$ cat src/rtl/pipe_sched_if.sv
// Pipeline-to-scheduler bundle: ID/EX hazard inputs and pipeline control outputs.
interface pipe_sched_if;
    logic [31:0] id_ins;
    logic [4:0]  ex_rd;
    logic        ex_load;
    logic        ex_br_taken;
    logic        mdu_req;
    logic        pc_en;
    logic        if_id_en;
    logic        if_id_flush;
    logic        id_ex_bubble;
    logic [1:0]  pc_sel;
    logic        mdu_busy;
    logic [15:0] stall_cnt;

    // Pipeline side drives the hazard inputs and consumes the controls.
    modport master (
        output id_ins, ex_rd, ex_load, ex_br_taken, mdu_req,
        input  pc_en, if_id_en, if_id_flush, id_ex_bubble, pc_sel, mdu_busy, stall_cnt
    );

    // Scheduler side.
    modport slave (
        input  id_ins, ex_rd, ex_load, ex_br_taken, mdu_req,
        output pc_en, if_id_en, if_id_flush, id_ex_bubble, pc_sel, mdu_busy, stall_cnt
    );
endinterface

$ cat src/rtl/pipe_sched.sv
// Pipeline hazard scheduler: branch flush, load-use stall, multi-cycle MDU hold, jump redirect.
module pipe_sched #(
    parameter int unsigned MDU_LAT = 4
) (
    input  logic        clk,
    input  logic        rst_n,
    pipe_sched_if.slave bus
);

    localparam int unsigned CNT_W   = 4;
    localparam int unsigned STALL_W = 16;

    localparam logic [CNT_W-1:0]   MDU_LOAD  = CNT_W'(MDU_LAT - 2);
    localparam logic [CNT_W-1:0]   CNT_ONE   = CNT_W'(1);
    localparam logic [STALL_W-1:0] STALL_MAX = {STALL_W{1'b1}};

    localparam logic [1:0] PC_SEQ = 2'd0;
    localparam logic [1:0] PC_JMP = 2'd1;
    localparam logic [1:0] PC_BR  = 2'd2;

    typedef enum logic [1:0] {
        RUN       = 2'd0,
        MDU_WAIT  = 2'd1,
        MDU_ISSUE = 2'd2
    } state_t;

    state_t             state_q, state_d;
    logic [CNT_W-1:0]   cnt_q, cnt_d;
    logic [STALL_W-1:0] stall_q;

    logic [5:0] opcode;
    logic [4:0] rs;
    logic [4:0] rt;
    logic       rs_used;
    logic       rt_used;
    logic       load_use;
    logic       jump;
    logic       unused_bits;

    logic       pc_en;
    logic       if_id_en;
    logic       if_id_flush;
    logic       id_ex_bubble;
    logic [1:0] pc_sel;
    logic       mdu_busy;

    assign opcode      = bus.id_ins[31:26];
    assign rs          = bus.id_ins[25:21];
    assign rt          = bus.id_ins[20:16];
    assign unused_bits = ^bus.id_ins[15:0];

    // Which source fields the ID instruction actually reads.
    always_comb begin
        rs_used = 1'b0;
        rt_used = 1'b0;
        case (opcode)
            6'b000000, 6'b101011, 6'b000100, 6'b000101: begin
                rs_used = 1'b1;
                rt_used = 1'b1;
            end
            6'b001000, 6'b100011: rs_used = 1'b1;
            default: ;
        endcase
    end

    assign load_use = bus.ex_load && (bus.ex_rd != 5'd0) &&
                      ((rs_used && (bus.ex_rd == rs)) || (rt_used && (bus.ex_rd == rt)));
    assign jump     = (opcode == 6'b000010) || (opcode == 6'b000011);

    // State and MDU counter registers.
    always_ff @(posedge clk or negedge rst_n) begin
        if (!rst_n) begin
            state_q <= RUN;
            cnt_q   <= '0;
        end else begin
            state_q <= state_d;
            cnt_q   <= cnt_d;
        end
    end

    // Next state; MDU_WAIT leaves once the counter reaches zero after its decrement.
    always_comb begin
        state_d = state_q;
        cnt_d   = cnt_q;
        case (state_q)
            RUN: begin
                if (!bus.ex_br_taken && !load_use && bus.mdu_req) begin
                    state_d = MDU_WAIT;
                    cnt_d   = MDU_LOAD;
                end
            end
            MDU_WAIT: begin
                if (cnt_q != '0) begin
                    cnt_d = cnt_q - CNT_ONE;
                end
                if (cnt_q <= CNT_ONE) begin
                    state_d = MDU_ISSUE;
                end
            end
            MDU_ISSUE: state_d = RUN;
            default:   state_d = RUN;
        endcase
    end

    // Pipeline controls; held at the RUN defaults while reset is asserted.
    always_comb begin
        pc_en        = 1'b1;
        if_id_en     = 1'b1;
        if_id_flush  = 1'b0;
        id_ex_bubble = 1'b0;
        pc_sel       = PC_SEQ;
        mdu_busy     = 1'b0;
        if (rst_n) begin
            case (state_q)
                RUN: begin
                    if (bus.ex_br_taken) begin
                        pc_sel       = PC_BR;
                        if_id_flush  = 1'b1;
                        id_ex_bubble = 1'b1;
                    end else if (load_use) begin
                        pc_en        = 1'b0;
                        if_id_en     = 1'b0;
                        id_ex_bubble = 1'b1;
                    end else if (bus.mdu_req) begin
                        pc_en        = 1'b0;
                        if_id_en     = 1'b0;
                        id_ex_bubble = 1'b1;
                        mdu_busy     = 1'b1;
                    end else if (jump) begin
                        pc_sel       = PC_JMP;
                        if_id_flush  = 1'b1;
                    end
                end
                MDU_WAIT: begin
                    pc_en        = 1'b0;
                    if_id_en     = 1'b0;
                    id_ex_bubble = 1'b1;
                    mdu_busy     = 1'b1;
                end
                MDU_ISSUE: mdu_busy = 1'b1;
                default: ;
            endcase
        end
    end

    // Saturating count of cycles in which the PC was held.
    always_ff @(posedge clk or negedge rst_n) begin
        if (!rst_n) begin
            stall_q <= '0;
        end else if (!pc_en && (stall_q != STALL_MAX)) begin
            stall_q <= stall_q + STALL_W'(1);
        end
    end

    assign bus.pc_en        = pc_en;
    assign bus.if_id_en     = if_id_en;
    assign bus.if_id_flush  = if_id_flush;
    assign bus.id_ex_bubble = id_ex_bubble;
    assign bus.pc_sel       = pc_sel;
    assign bus.mdu_busy     = mdu_busy;
    assign bus.stall_cnt    = stall_q;

endmodule
$ cat src/flat_wrapper.sv
// flat-port wrapper written by rule: the top's interface ports become plain ports
module pipe_sched_flat 
#(
    parameter int unsigned MDU_LAT = 4
)
  (clk, rst_n, bus_id_ins, bus_ex_rd, bus_ex_load, bus_ex_br_taken, bus_mdu_req, bus_pc_en, bus_if_id_en, bus_if_id_flush, bus_id_ex_bubble, bus_pc_sel, bus_mdu_busy, bus_stall_cnt);
  pipe_sched_if bus_i ();
  input  logic clk;
  input  logic rst_n;
  input wire logic [$bits(bus_i.id_ins)-1:0] bus_id_ins;
  input wire logic [$bits(bus_i.ex_rd)-1:0] bus_ex_rd;
  input wire logic [$bits(bus_i.ex_load)-1:0] bus_ex_load;
  input wire logic [$bits(bus_i.ex_br_taken)-1:0] bus_ex_br_taken;
  input wire logic [$bits(bus_i.mdu_req)-1:0] bus_mdu_req;
  output wire logic [$bits(bus_i.pc_en)-1:0] bus_pc_en;
  output wire logic [$bits(bus_i.if_id_en)-1:0] bus_if_id_en;
  output wire logic [$bits(bus_i.if_id_flush)-1:0] bus_if_id_flush;
  output wire logic [$bits(bus_i.id_ex_bubble)-1:0] bus_id_ex_bubble;
  output wire logic [$bits(bus_i.pc_sel)-1:0] bus_pc_sel;
  output wire logic [$bits(bus_i.mdu_busy)-1:0] bus_mdu_busy;
  output wire logic [$bits(bus_i.stall_cnt)-1:0] bus_stall_cnt;
  assign bus_i.id_ins = bus_id_ins;
  assign bus_i.ex_rd = bus_ex_rd;
  assign bus_i.ex_load = bus_ex_load;
  assign bus_i.ex_br_taken = bus_ex_br_taken;
  assign bus_i.mdu_req = bus_mdu_req;
  assign bus_pc_en = bus_i.pc_en;
  assign bus_if_id_en = bus_i.if_id_en;
  assign bus_if_id_flush = bus_i.if_id_flush;
  assign bus_id_ex_bubble = bus_i.id_ex_bubble;
  assign bus_pc_sel = bus_i.pc_sel;
  assign bus_mdu_busy = bus_i.mdu_busy;
  assign bus_stall_cnt = bus_i.stall_cnt;
  pipe_sched #(.MDU_LAT(MDU_LAT)) u_core (.clk(clk), .rst_n(rst_n), .bus(bus_i));
endmodule
$ cat config.mk
export PLATFORM = sky130hd
export DESIGN_NAME = pipe_sched_flat
export DESIGN_NICKNAME = d
export VERILOG_FILES = /design/src/rtl/pipe_sched_if.sv /design/src/rtl/pipe_sched.sv /design/src/flat_wrapper.sv
export SDC_FILE = /design/constraint.sdc
export NUM_CORES = 1
export LEC_CHECK = 0
export ABC_AREA = 1
export CAP_MARGIN = 20
export CORE_UTILIZATION = 45
export CTS_CLUSTER_SIZE = 30
export DETAILED_ROUTE_END_ITERATION = 6
export PLACE_DENSITY = 0.8
export SYNTH_ARGS = -nofsm -noshare
export SYNTH_HDL_FRONTEND = slang
export SYNTH_SLANG_ARGS = --single-unit
$ cat constraint.sdc
create_clock -name clk -period 2.9 [get_ports clk]
set_input_delay 0.58 -clock clk [delete_from_list [all_inputs] [get_ports clk]]
set_output_delay 0.58 -clock clk [all_outputs]
set_load 0.02 [all_outputs]
==> results_dict.tcl <==
set metrics [dict create \
    power.internal_mw 0.844 \
    critical_path_arrival_ns 2.25 \
    path_max_fanout 3 \
    ant_nets 0 \
    power.switching_fraction_pct 42.7 \
    fin_hold_ws_ns 0.518 \
    post_route_drc_violation_count 0 \
    powerDensity_nw_per_um2 601 \
    comb_power_share_pct 50.2 \
    utilization_pct 65.0 \
    timing.rr.end "u_core.bus.stall_cnt[13]$_DFFE_PN0P_" \
    syn_avg_cell_area_um2 6.91 \
    report.power.total_mw 1.47 \
    design.die.area_um2 4300 \
    die_height_um 65.5 \
    clk_root_buffer_cell "clkbuf_8" \
    first_global_vias 1746 \
    area_growth_pct 34.8 \
    period_needed_ns 2.83 \
    p_leak_nw 1.25 \
    final-hold-violation-count 0 \
    share_clk_of_total_power_pct 19.6 \
    cts.hold.buffers_added 0 \
    hold_path.startpoint "u_core.cnt_q[1]$_DFFE_PN0P_" \
    vias_per_cell 5.01 \
    portion_of_total_power_attributed_to_sequential_cells_pct 30.2 \
    timing.max_slew.rel_slack_pct 74.9 \
    met3WireLength_um 161 \
    path_class "in2out" \
    detail_route.wl_per_cell_um 11.3 \
    cts.sink_count 22 \
    filler_cell_count 365 \
    grt_use_total_pct 21.8 \
    hold_path_depth 2 \
    power_switching_mw 0.629 \
    hold-path-endpoint "u_core.cnt_q[1]$_DFFE_PN0P_" \
    final-setup-viol-count 0 \
    chipWidth_um 65.5 \
    hold_class "reg2reg" \
    endpoint_kind "primary output" \
    tightestPinTransition_ns 0.373 \
    yosysWarnings 0 \
    overflow 0 \
    critical_path.slowest_cell "clkdlybuf4s50_1" \
    mostFrequentLayoutCell "nand2_1" \
    grt_antenna_before_repair 0 \
    synthesized_area_um2 1820 \
    drive_gt1_share_pct 8.49 \
    dp.cells 362 \
    detailedPlacementHpwl_um 3250 \
    clock_tree.htree_level_count 1 \
    core_region_area_um2 3770 \
    final_cells 366 \
    port-buffer-count 48 \
    cts_tree "done" \
    gp_routability_congestion 0.901 \
    floorplan.io_pins 65 \
    finalNetCount 368 \
    timing.critical_path.from_type "primary input" \
    clock_skew_ns 0.0149 \
    finalCritPeriodShare_pct 97.6 \
    regToRegStartpoint "u_core.bus.stall_cnt[0]$_DFFE_PN0P_" \
    postRouteWirelength_um 4130 \
    cap_viol_max_count 0 \
    cts.reportedPaths.clkPinSlew_ns 0.07 \
    netlist_instances 263 \
    cp-startpoint "bus_id_ins[29]" \
    num_cts_buffers 3 \
    synth.distinct_cells 25 \
    postSynthRegisterBits 22 \
    placementRows 22 \
    worstSkewPairLatency_ns 0.27 \
    cell_repeated_most_along_the_worst_path "clkdlybuf4s50_1" \
    outcome "complete, no violations" \
    amount_of_wire_on_met2_after_detailed_routing_um 2100 \
    initial_utilization_pct 48.2 \
    first_iter_violations 109 \
    rsz0062_at_grt "true" \
    num_antenna_cells 0 \
    global_route_wire_length_before_repair_um 7380 \
    required_ns 2.32 \
    timing_max_transition_violations_final 0 \
    ctsLongestPathBuffers 2 \
    maximum_cell_stage_delay_along_the_critical_path_ns 0.63 \
    synth_sequential_area_ratio_pct 30.3 \
    fmaxAchievable_ghz 0.353 \
    dr_total_vias 1834 \
    commonest_cells_after_routing_fill_and_taps_aside "nand2_1, clkdlybuf4s50_1, inv_1, nand4_1, dfrtp_1" \
    largest_net_degree_at_the_start_of_global_routing 18 \
    drtPass1Iterations 4 \
    synthesis.nets 312 \
    vdd_drop_max_uv 492 \
    wirelength_met1_um 1830 \
    flop_to_flop_setup_slack_ns 0.79 \
    topRoutingLayerUsed "met4" \
    path_cells "clkdlybuf4s50_1 > nor2_1 > buf_4 > nand4_1 > a21oi_1 > clkdlybuf4s50_1" \
    ff2ff_path_depth 9 \
]
-- sequential cells by signal, indices dropped and copies added (netlist names) --
name	flops
u_core.bus.stall_cnt	16
u_core.cnt_q	4
u_core.state_q	2
-- how the worst max path moves through the flow --
| stage | to | slack [ns] | cells past startpoint |
|---|---|---|---|
| 5_1_grt | bus_if_id_en | -0.06 | 13 |
| 6_report | bus_if_id_flush | 0.07 | 6 |
| 3_5_place_dp | bus_id_ex_bubble | -0.24 | 14 |
| 3_3_place_gp | bus_mdu_busy | -0.20 | 14 |
| 2_1_floorplan | bus_pc_en | 0.47 | 8 |
| 4_1_cts | bus_mdu_busy | 0.006 | 14 |
-- stage by stage --
step / TNS [ns] / setup slack, ns / instance area, um2
floorplan: 0 / 0.467 / 1820
global placement: -0.616 / -0.203 / 2390
detailed placement: -0.772 / -0.240 / 2390
CTS: 0 / 0.00632 / 2450
global route: -0.111 / -0.0568 / 2450
finish: 0 / 0.0693 / 2450
-- cell type report --
cell class / instances / area [um2] / share of cell area (%)
Tap cell: 48 / 60.1 / 2.45
Multi-Input combinational cell: 191 / 1070 / 43.6
Clock inverter: 1 / 30.0 / 1.23
Timing Repair Buffer: 57 / 534 / 21.8
Inverter: 44 / 165 / 6.74
Sequential cell: 22 / 551 / 22.5
Clock buffer: 3 / 41.3 / 1.69
-- cells by family (layout without fill, tap and decap cells) --
kind of cell | after synthesis | after routing | share of synthesized area (%)
adder cells (fa/ha/maj) | 7 | 7 | 4.82
AO/OA/AOI/OAI | 8 | 8 | 3.17
AND/OR/NAND/NOR | 155 | 155 | 40.4
flip-flops | 22 | 22 | 30.3
buffers and inverters | 50 | 105 | 11.2
XOR/XNOR | 21 | 21 | 10.1
-- routing by layer --
layer,GRT usage [%],vias up
li1,-,951
met1,25.6,829
met2,40.3,48
met3,3.99,6
met4,5.43,0
met5,0,-
-- power groups by stage --
stage / combinational, mW / sequential [mW] / clock [mW]
floorplan: 0.490 / 0.464 / 0
global placement: 0.737 / 0.448 / 0
detailed placement: 0.761 / 0.449 / 0
CTS: 0.746 / 0.445 / 0.296
global route: 0.836 / 0.459 / 0.312
finish: 0.739 / 0.445 / 0.289
-- critical path, delay by kind of cell --
kind	cells	cell delay, ns
AOI/OAI and AO/OA	1	0.17
buffers and inverters	3	1.20
and+or+nand+nor	2	0.29
-- repair_timing --
action	CTS	global route
resized for setup	5	6
setup buffers	0	0
pin swaps	0	0
endpoints found under the setup margin	4	6
-- synth_stat cells (all sizes together) --
library cell | number | area [um2]
ha | 7 | 87.6
dfrtp | 22 | 551
nand2 | 80 | 303
xnor2 | 7 | 61.3
nor2 | 21 | 86.3
nand4 | 26 | 178
nand3 | 18 | 105
buf | 5 | 33.8
inv | 44 | 165
o21ai | 5 | 25.0
nor3 | 9 | 56.3
nor4 | 1 | 6.26
clkbuf | 1 | 3.75
xor2 | 14 | 123
a211oi | 1 | 20.0
a21oi | 1 | 5.00
o21a | 1 | 7.51
(Power assumes the default switching activity.)
